`config.mk`:
```
export PLATFORM = sky130hd
export DESIGN_NAME = cpu_oci_dct_packer
export DESIGN_NICKNAME = d
export VERILOG_FILES = /design/src/rtl/cpu_oci_dct_packer.sv
export SDC_FILE = /design/constraint.sdc
export NUM_CORES = 1
export LEC_CHECK = 0
export CAP_MARGIN = 5
export CORE_MARGIN = 2
export CORE_UTILIZATION = 25
export CTS_CLUSTER_DIAMETER = 40
export DETAILED_ROUTE_END_ITERATION = 8
export SETUP_SLACK_MARGIN = 0.5
export SLEW_MARGIN = 25
export SYNTH_ARGS = -nofsm -noshare
export SYNTH_HDL_FRONTEND = slang
export SYNTH_SLANG_ARGS = --single-unit
export TNS_END_PERCENT = 20
```
`constraint.sdc`:
```
create_clock -name clk -period 4.5 [get_ports clk]
set_input_delay 0.675 -clock clk [delete_from_list [all_inputs] [get_ports clk]]
set_output_delay 0.675 -clock clk [all_outputs]
set_load 0.02 [all_outputs]
```
`src/rtl/cpu_oci_dct_packer.sv`:
```
// rtl/cpu_oci_dct_packer.sv - packs 2-bit branch codes into DCT frames behind a one-entry output register
module cpu_oci_dct_packer #(
    parameter int MAX_CODES = 15
) (
    input  logic        clk,
    input  logic        reset_n,
    input  logic        code_valid,
    input  logic [1:0]  code,
    output logic        code_ready,
    input  logic        flush,
    input  logic        end_req,
    output logic [29:0] dct_buffer,
    output logic [3:0]  dct_count,
    output logic        dct_valid,
    input  logic        dct_ready,
    output logic        test_ending,
    output logic        test_has_ended
);

    localparam logic [3:0] MAX_C = 4'(MAX_CODES);

    typedef enum logic [1:0] {
        ST_RUN,
        ST_DRAIN,
        ST_DONE
    } state_t;

    state_t      state_q, state_d;
    logic [29:0] acc_q, acc_d;
    logic [3:0]  cnt_q, cnt_d;
    logic        flush_pend_q, flush_pend_d;
    logic [29:0] buf_q, buf_d;
    logic [3:0]  count_q, count_d;
    logic        valid_q, valid_d;
    logic        ending_q, ending_d;
    logic        ended_q, ended_d;

    logic        accept;
    logic        flush_live;
    logic        out_free;
    logic        close_frame;
    logic [3:0]  cnt_next;
    logic [29:0] acc_next;

    // Decoded from registered state only, so no input reaches it combinationally.
    assign code_ready = (state_q == ST_RUN) && (cnt_q < MAX_C);

    always_comb begin
        state_d      = state_q;
        acc_d        = acc_q;
        cnt_d        = cnt_q;
        flush_pend_d = flush_pend_q;
        buf_d        = buf_q;
        count_d      = count_q;
        valid_d      = valid_q;

        accept     = code_valid && code_ready;
        flush_live = flush && (state_q == ST_RUN);
        out_free   = !valid_q || dct_ready;
        cnt_next   = cnt_q + {3'b000, accept};
        acc_next   = acc_q;
        if (accept) begin
            acc_next = acc_q | ({28'd0, code} << {cnt_q, 1'b0});
        end

        close_frame = (cnt_next == MAX_C) ||
                      ((cnt_next != 4'd0) &&
                       (flush_pend_q || flush_live || (state_q == ST_DRAIN)));

        if (close_frame && out_free) begin
            buf_d        = acc_next;
            count_d      = cnt_next;
            valid_d      = 1'b1;
            acc_d        = '0;
            cnt_d        = '0;
            flush_pend_d = 1'b0;
        end else begin
            if (valid_q && dct_ready) begin
                valid_d = 1'b0;
            end
            acc_d = acc_next;
            cnt_d = cnt_next;
            // A flush that cannot close now is remembered; an empty flush is dropped.
            if (flush_live && (cnt_next != 4'd0)) begin
                flush_pend_d = 1'b1;
            end
        end

        case (state_q)
            ST_RUN: begin
                if (end_req) begin
                    // Nothing buffered at all: finish straight away.
                    state_d = ((cnt_next == 4'd0) && !valid_d) ? ST_DONE : ST_DRAIN;
                end
            end
            ST_DRAIN: begin
                if ((cnt_q == 4'd0) && out_free) begin
                    state_d = ST_DONE;
                end
            end
            ST_DONE:  state_d = ST_DONE;
            default:  state_d = ST_RUN;
        endcase

        ending_d = (state_d == ST_DRAIN);
        ended_d  = (state_d == ST_DONE);
    end

    always_ff @(posedge clk or negedge reset_n) begin
        if (!reset_n) begin
            state_q      <= ST_RUN;
            acc_q        <= '0;
            cnt_q        <= '0;
            flush_pend_q <= 1'b0;
            buf_q        <= '0;
            count_q      <= '0;
            valid_q      <= 1'b0;
            ending_q     <= 1'b0;
            ended_q      <= 1'b0;
        end else begin
            state_q      <= state_d;
            acc_q        <= acc_d;
            cnt_q        <= cnt_d;
            flush_pend_q <= flush_pend_d;
            buf_q        <= buf_d;
            count_q      <= count_d;
            valid_q      <= valid_d;
            ending_q     <= ending_d;
            ended_q      <= ended_d;
        end
    end

    assign dct_buffer     = buf_q;
    assign dct_count      = count_q;
    assign dct_valid      = valid_q;
    assign test_ending    = ending_q;
    assign test_has_ended = ended_q;

endmodule

```
-- Yosys cells after proc, flatten, opt, wreduce, memory -nomap -nowiden
Cells that the tools add are included.
- reduce and logical (&&, ||, !) cells: 20
- shift operators: 1
- multiply operators: 0
- eq/ne operators: 5
- magnitude comparators: 1
- multiplexer cells: 11
- bitwise gates (word level): 1
- $add $sub $neg: 1
- divide/modulo/power cells: 0
- operators with widths (cell ; count):
    2-to-1 mux 30 bit ; 2
    OR 30 bit ; 1
    left shift 2 x 5 -> 30 bit ; 1
    logical AND 1 bit ; 9
    logical NOT 4 bit ; 2
    2-to-1 mux 2 bit ; 3
    case mux 2 bit (3 select lines) ; 1
    adder 4 x 1 -> 4 bit ; 1
    == test 2 x 1 -> 1 bit, second input constant ; 2
    == test 2 bit, second input constant ; 2
    == test 4 bit, second input constant ; 1
    logical OR 1 bit ; 4
    < comparator 4 bit, second input constant ; 1
    2-to-1 mux 1 bit ; 4
    2-to-1 mux 4 bit ; 1
    nonzero test 4 bit ; 1
    logical NOT 1 bit ; 2
    logical NOT 2 bit ; 1
    nonzero test 2 bit ; 1
- register bits after elaboration: 74
- latch bits: 0
- word-level logic and storage cells: 49
- bits of input ports: 8
- memories: 0
- bits in writable memories: 0
- ROM bits: 0
- output and inout port bits: 38

-- Longest topological paths before layout
- depth in word-level cells: 15
- depth in mapped cells: 14
- gate-level depth less buffers: 10

-- Worst setup path before layout
Ideal clock, no wire load.
- kind: reg-to-reg
- from: register state_q[0]
- to: register count_q[2], in the netlist dct_count[2]
- data arrival time: 3.024 ns
- setup time: 0.125 ns
- cell stages (with the launch flop): 14
- clock period less this slack: 3.149 ns
- buffers on the path: 3
- required time: 4.375 ns
- setup slack: 1.351 ns
- path through: dfrtp_1 or2_2 clkbuf_1 a41oi_1 and2_1 ha_1 ha_1 nand2_1 nor4_1 nor4_2 nand2b_1 buf_2 buf_6 mux2_4
- cells in the longest elaborated chain, start to end: 8
- elaborated cells between the ends (all ways): 13
- classes of those cells: add/sub (1); eq/ne (2); reduce/logical (10)
- ends and longest elaborated chain (what ; line ; RTL):
    from (decl) ; 28 ; state_t state_q, state_d;
    from (signal assigned) ; 121 ; state_q <= state_d;
    logical NOT 2 bit * ; 46 ; assign code_ready = (state_q == ST_RUN) && (cnt_q < MAX_C);
    logical AND 1 bit * ; 46 ;
    named net code_ready ; 9 ; output logic code_ready,
    logical AND 1 bit * ; 57 ; accept = code_valid && code_ready;
    adder 4 x 1 -> 4 bit * ; 60 ; cnt_next = cnt_q + {3'b000, accept};
    nonzero test 4 bit ; 67 ; ((cnt_next != 4'd0) &&
    logical AND 1 bit ; 67 ;
    logical OR 1 bit ; 66 ; close_frame = (cnt_next == MAX_C) ||
    logical AND 1 bit ; 70 ; if (close_frame && out_free) begin
    to (signal assigned) ; 126 ; count_q <= count_d;
    to (decl) ; 33 ; logic [3:0] count_q, count_d;
The timed path passes the listed nets; every way through them passes the cells marked *.
A chain may end at the register's enable or synchronous reset.

-- Final worst setup path
- from: register state_q[0]
- to: register buf_q[24], in the netlist dct_buffer[24]
- cells in the longest elaborated chain, start to end: 8
- elaborated cells between the ends (all ways): 14
- classes of those cells: add/sub (1); eq/ne (2); mux (1); reduce/logical (10)
- ends and longest elaborated chain (what ; line ; RTL):
    logical NOT 2 bit ; 46, 58 ;
    logical AND 1 bit ; 46 ;
    logical AND 1 bit ; 57 ;
    adder 4 x 1 -> 4 bit ; 60 ;
    nonzero test 4 bit ; 67 ;
    logical AND 1 bit ; 67 ;
    logical OR 1 bit ; 66 ;
    logical AND 1 bit ; 70 ;
    to (signal assigned) ; 125 ; buf_q <= buf_d;
    to (decl) ; 32 ; logic [29:0] buf_q, buf_d;
Parallel ways exist; a longest one is shown, timed or not.

==> parameters.txt <==
Parameter                              Value

Status
  Result of the run ... finished clean

CTS
  Number of buffers created by CTS ... 9
  Maximum clock path buffer count ... 2
  Clock sink count ... 74
  # H-tree levels ... 3
  Setup fix buffers added after clock tree synthesis ... 0
  Buffer type at the clock tree root ... clkbuf_16
  Clock slew at the register clock pins of the worst setup and hold paths ... 0.06 ns
  TritonCTS clock tree ... built
  Insertion delay to the later sink of the worst-skew pair ... 0.33 ns
  Post_cts resized ... 0
  Number of hold buffers added after CTS ... 0

Yosys
  Post-Syn Area per Cell ... 10.49 um2
  Ys async rst share ... 100.0%
  Top cells by area in the synthesized netlist ... dfrtp_1 (62%), nor2_1 (9.5%), a22oi_1 (7.5%)
  Sequential element share of the synthesized area ... 61.51%
  Number of cells produced by synthesis ... 287
  Fraction of post-synthesis cell area in the top cell type by area ... 61.51%
  Post-Synthesis Net Count ... 297
  Top flip-flop cell by instance count after synthesis ... dfrtp_1
  Distinct cells, synth ... 37
  Dominant cell type by area after synthesis ... dfrtp_1
  Yosys Warn Count ... 0
  Summed instance area of the synthesized netlist ... 3010 um2
  Count of flip-flops with a built-in enable after synthesis ... 0
  Flip-flop and latch count after synthesis ... 74

STA
  Setup_tns ... 0 ns
  Tmin final ... 3.583 ns
  Share of the clock period used by the worst path after layout ... 79.63%
  Max frequency ... 279.1 MHz
  Hold violation total from the final report ... 0
  Remaining max-slew budget at the tightest pin ... 29.39%
  Final setup viols ... 0
  RSZ-0062 raised after global routing ... no
  Final-report max-slew violation count ... 0
  Clock tree skew after final layout ... 0.007152 ns
  Transition time at the pin with the least slew margin ... 1.057 ns

Pwr
  Maximum resistive drop on vdd ... 0.3047 mV
  Cell area power density ... 648.3 nW/um2
  Reported leakage power ... 1.849 nW
  Post-route total power ... 2.549 mW

Setup path
  Category of the worst setup path launch point ... register
  Arrival time of data at the critical path endpoint ... 3.82 ns
  Critical Path Slowest Stage Cell ... nor4_1
  Cells along the critical path ... or2_2 > a41oi_1 > and2_1 > ha_1 > ha_1 > nand2_1 > nor4_1 > nor4_4 > nand2b_2 > buf_4 > a22oi_1
  Max incr delay on CP ... 0.50 ns
  Worst flop-to-flop path startpoint ... state_q[0]
  Cell occurring most often along the worst timing path ... ha_1
  Category of the critical setup timing path ... register to register
  Reg-to-reg endpoint ... dct_buffer[24]
  Crit path required time ... 4.74 ns
  Peak fanout along the critical path ... 42
  Register-to-Register Path Depth ... 11
  Category of the worst setup path capture point ... register
  Internal reg-to-reg setup slack ... 0.92 ns

Cells and area
  Final net count ... 340
  Final core area utilization ... 33.14%
  Antenna diode count ... 0
  Layout cell share with drive strength beyond 1 ... 8.955%
  Post-synthesis to final-layout area growth ... 30.59%
  Filler instances ... 1197

Drt
  Drt initial violations ... 111
  Mean routed wirelength per cell ... 15.49 um
  Residual DRC ... 0
  Via count ... 2273
  Sum of routed wire length over all layers ... 7466 um
  Routed Antenna Nets ... 0
  DRT Pass-1 Iters ... 4
  Via count normalized by instance count ... 4.716

GRT
  Vias in the first global route ... 2214
  GRT Overall Usage ... 12.14%
  Number of antenna violations at the first check in global routing ... 0
  Overall overflow remaining after global route ... 0
  First-pass GRT wire length ... 12050 um
  Largest net degree at the start of global routing ... 75

Placement
  HPWL after DPL ... 4801 um
  Count of input and output buffers ... 45
  Final estimated routing congestion in global placement ... 0.7595

Floorplanning
  Die Ht ... 113.7 um
  Die outline width ... 113.7 um
  Effective utilization at floorplan ... 25.38%
  Area enclosed by the die boundary ... 12940 um2
  Core outline area ... 11860 um2
  Std cell rows ... 40
  Top Ports ... 46

Job
  Max-cap violations ... 0

Hold path
  Class of the worst hold path ... primary input to asynchronous set/reset pin
[registers in the layout, indices dropped and copies added, names as in the netlist]
register and cells:
cnt_q 4, test_has_ended 1, dct_count 4, test_ending 1, state_q 2, dct_buffer 30, dct_valid 1, acc_q 30
flush_pend_q 1
[placed cells by master, fill, tap and decap left out, types with 2 or more instances in the layout]
cell type	instances
inv_1	5
nor3_1	5
clkdlybuf4s50_1	44
o31a_1	2
buf_4	4
dfrtp_1	74
nand2_1	8
o21ai_0	3
xor2_1	2
nand3_1	3
clkbuf_16	9
nor4_1	3
nor2b_1	2
a22oi_1	30
ha_1	2
nand2b_1	4
a21oi_1	30
nor2_1	76
clkinv_2	2
[where the power goes]
part           internal [mW]  total [mW]  switching, mW  leakage, nW
Sequential             0.848       0.959          0.112        0.954
Clock                  0.445       0.716          0.271        0.149
Combinational          0.411       0.873          0.463        0.746
Total                   1.70        2.55          0.845         1.85
[cell families (layout without fill, tap and decap cells)]
logic type	Yosys count	count (layout)	share of synthesized area, %
xor+xnor	2	2	0.5820
flops	74	74	61.51
simple gates	111	111	16.29
mux	2	2	0.8726
compound gates	73	73	16.42
buf+inv	23	71	3.491
fa+ha+maj	2	2	0.8311
[metrics by stage]
stage	instances	area [um2]	hold slack (ns)	setup WS, ns
6_report	482	3931	0.3205	0.9168
5_1_grt	482	3931	0.3277	0.6128
4_1_cts	481	3899	0.4831	0.9469
3_5_place_dp	465	3595	0.4683	0.9103
3_3_place_gp	465	3595	0.4640	1.032
2_1_floorplan	287	3010	0.3794	1.351
[final cells by class]
type                            count  area (um2)  area share, %
Clock buffer                       10       239.0          6.079
Clock inverter                      6       65.06          1.655
Inverter                            5       18.77         0.4774
Multi-Input combinational cell    190        1070          27.21
Sequential cell                    74        1852          47.10
Tap cell                          147       183.9          4.679
Timing Repair Buffer               50       503.0          12.79
[cells in the mapped netlist (all sizes together) (3+ instances only)]
library cell	number
inv	5
nor3	5
nand2	8
dfrtp	74
a22oi	30
o21ai	3
buf	11
a21oi	30
nor4	4
nor2	76
nand2b	5
nand3	3
clkbuf	7
[worst max-delay path by stage]
stage | start | to | cells after the start
finish | state_q[0] | dct_buffer[24] | 11
global route | state_q[0] | dct_buffer[12] | 11
CTS | state_q[0] | dct_buffer[25] | 11
detailed placement | code_valid | dct_buffer[24] | 10
global placement | code_valid | dct_buffer[21] | 10
floorplan | state_q[0] | dct_count[2] | 13
[worst max-delay path: cells and delay by family, from the launching register on]
family	cells	cell delay (ns)
AO/OA/AOI/OAI	2	0.53
adder cells (fa/ha/maj)	2	0.45
buffers and inverters	1	0.40
flip-flops	1	0.43
AND/OR/NAND/NOR	6	1.65
[per-layer routing]
metal	GRT usage, %	routed length (um)	up-vias
li1	-	-	1079
met1	16.54	3406	1127
met2	18.96	3602	60
met3	3.879	405	7
met4	2.927	52	0
met5	0	0	-
No activity file was read; power rests on OpenSTA's default activity.
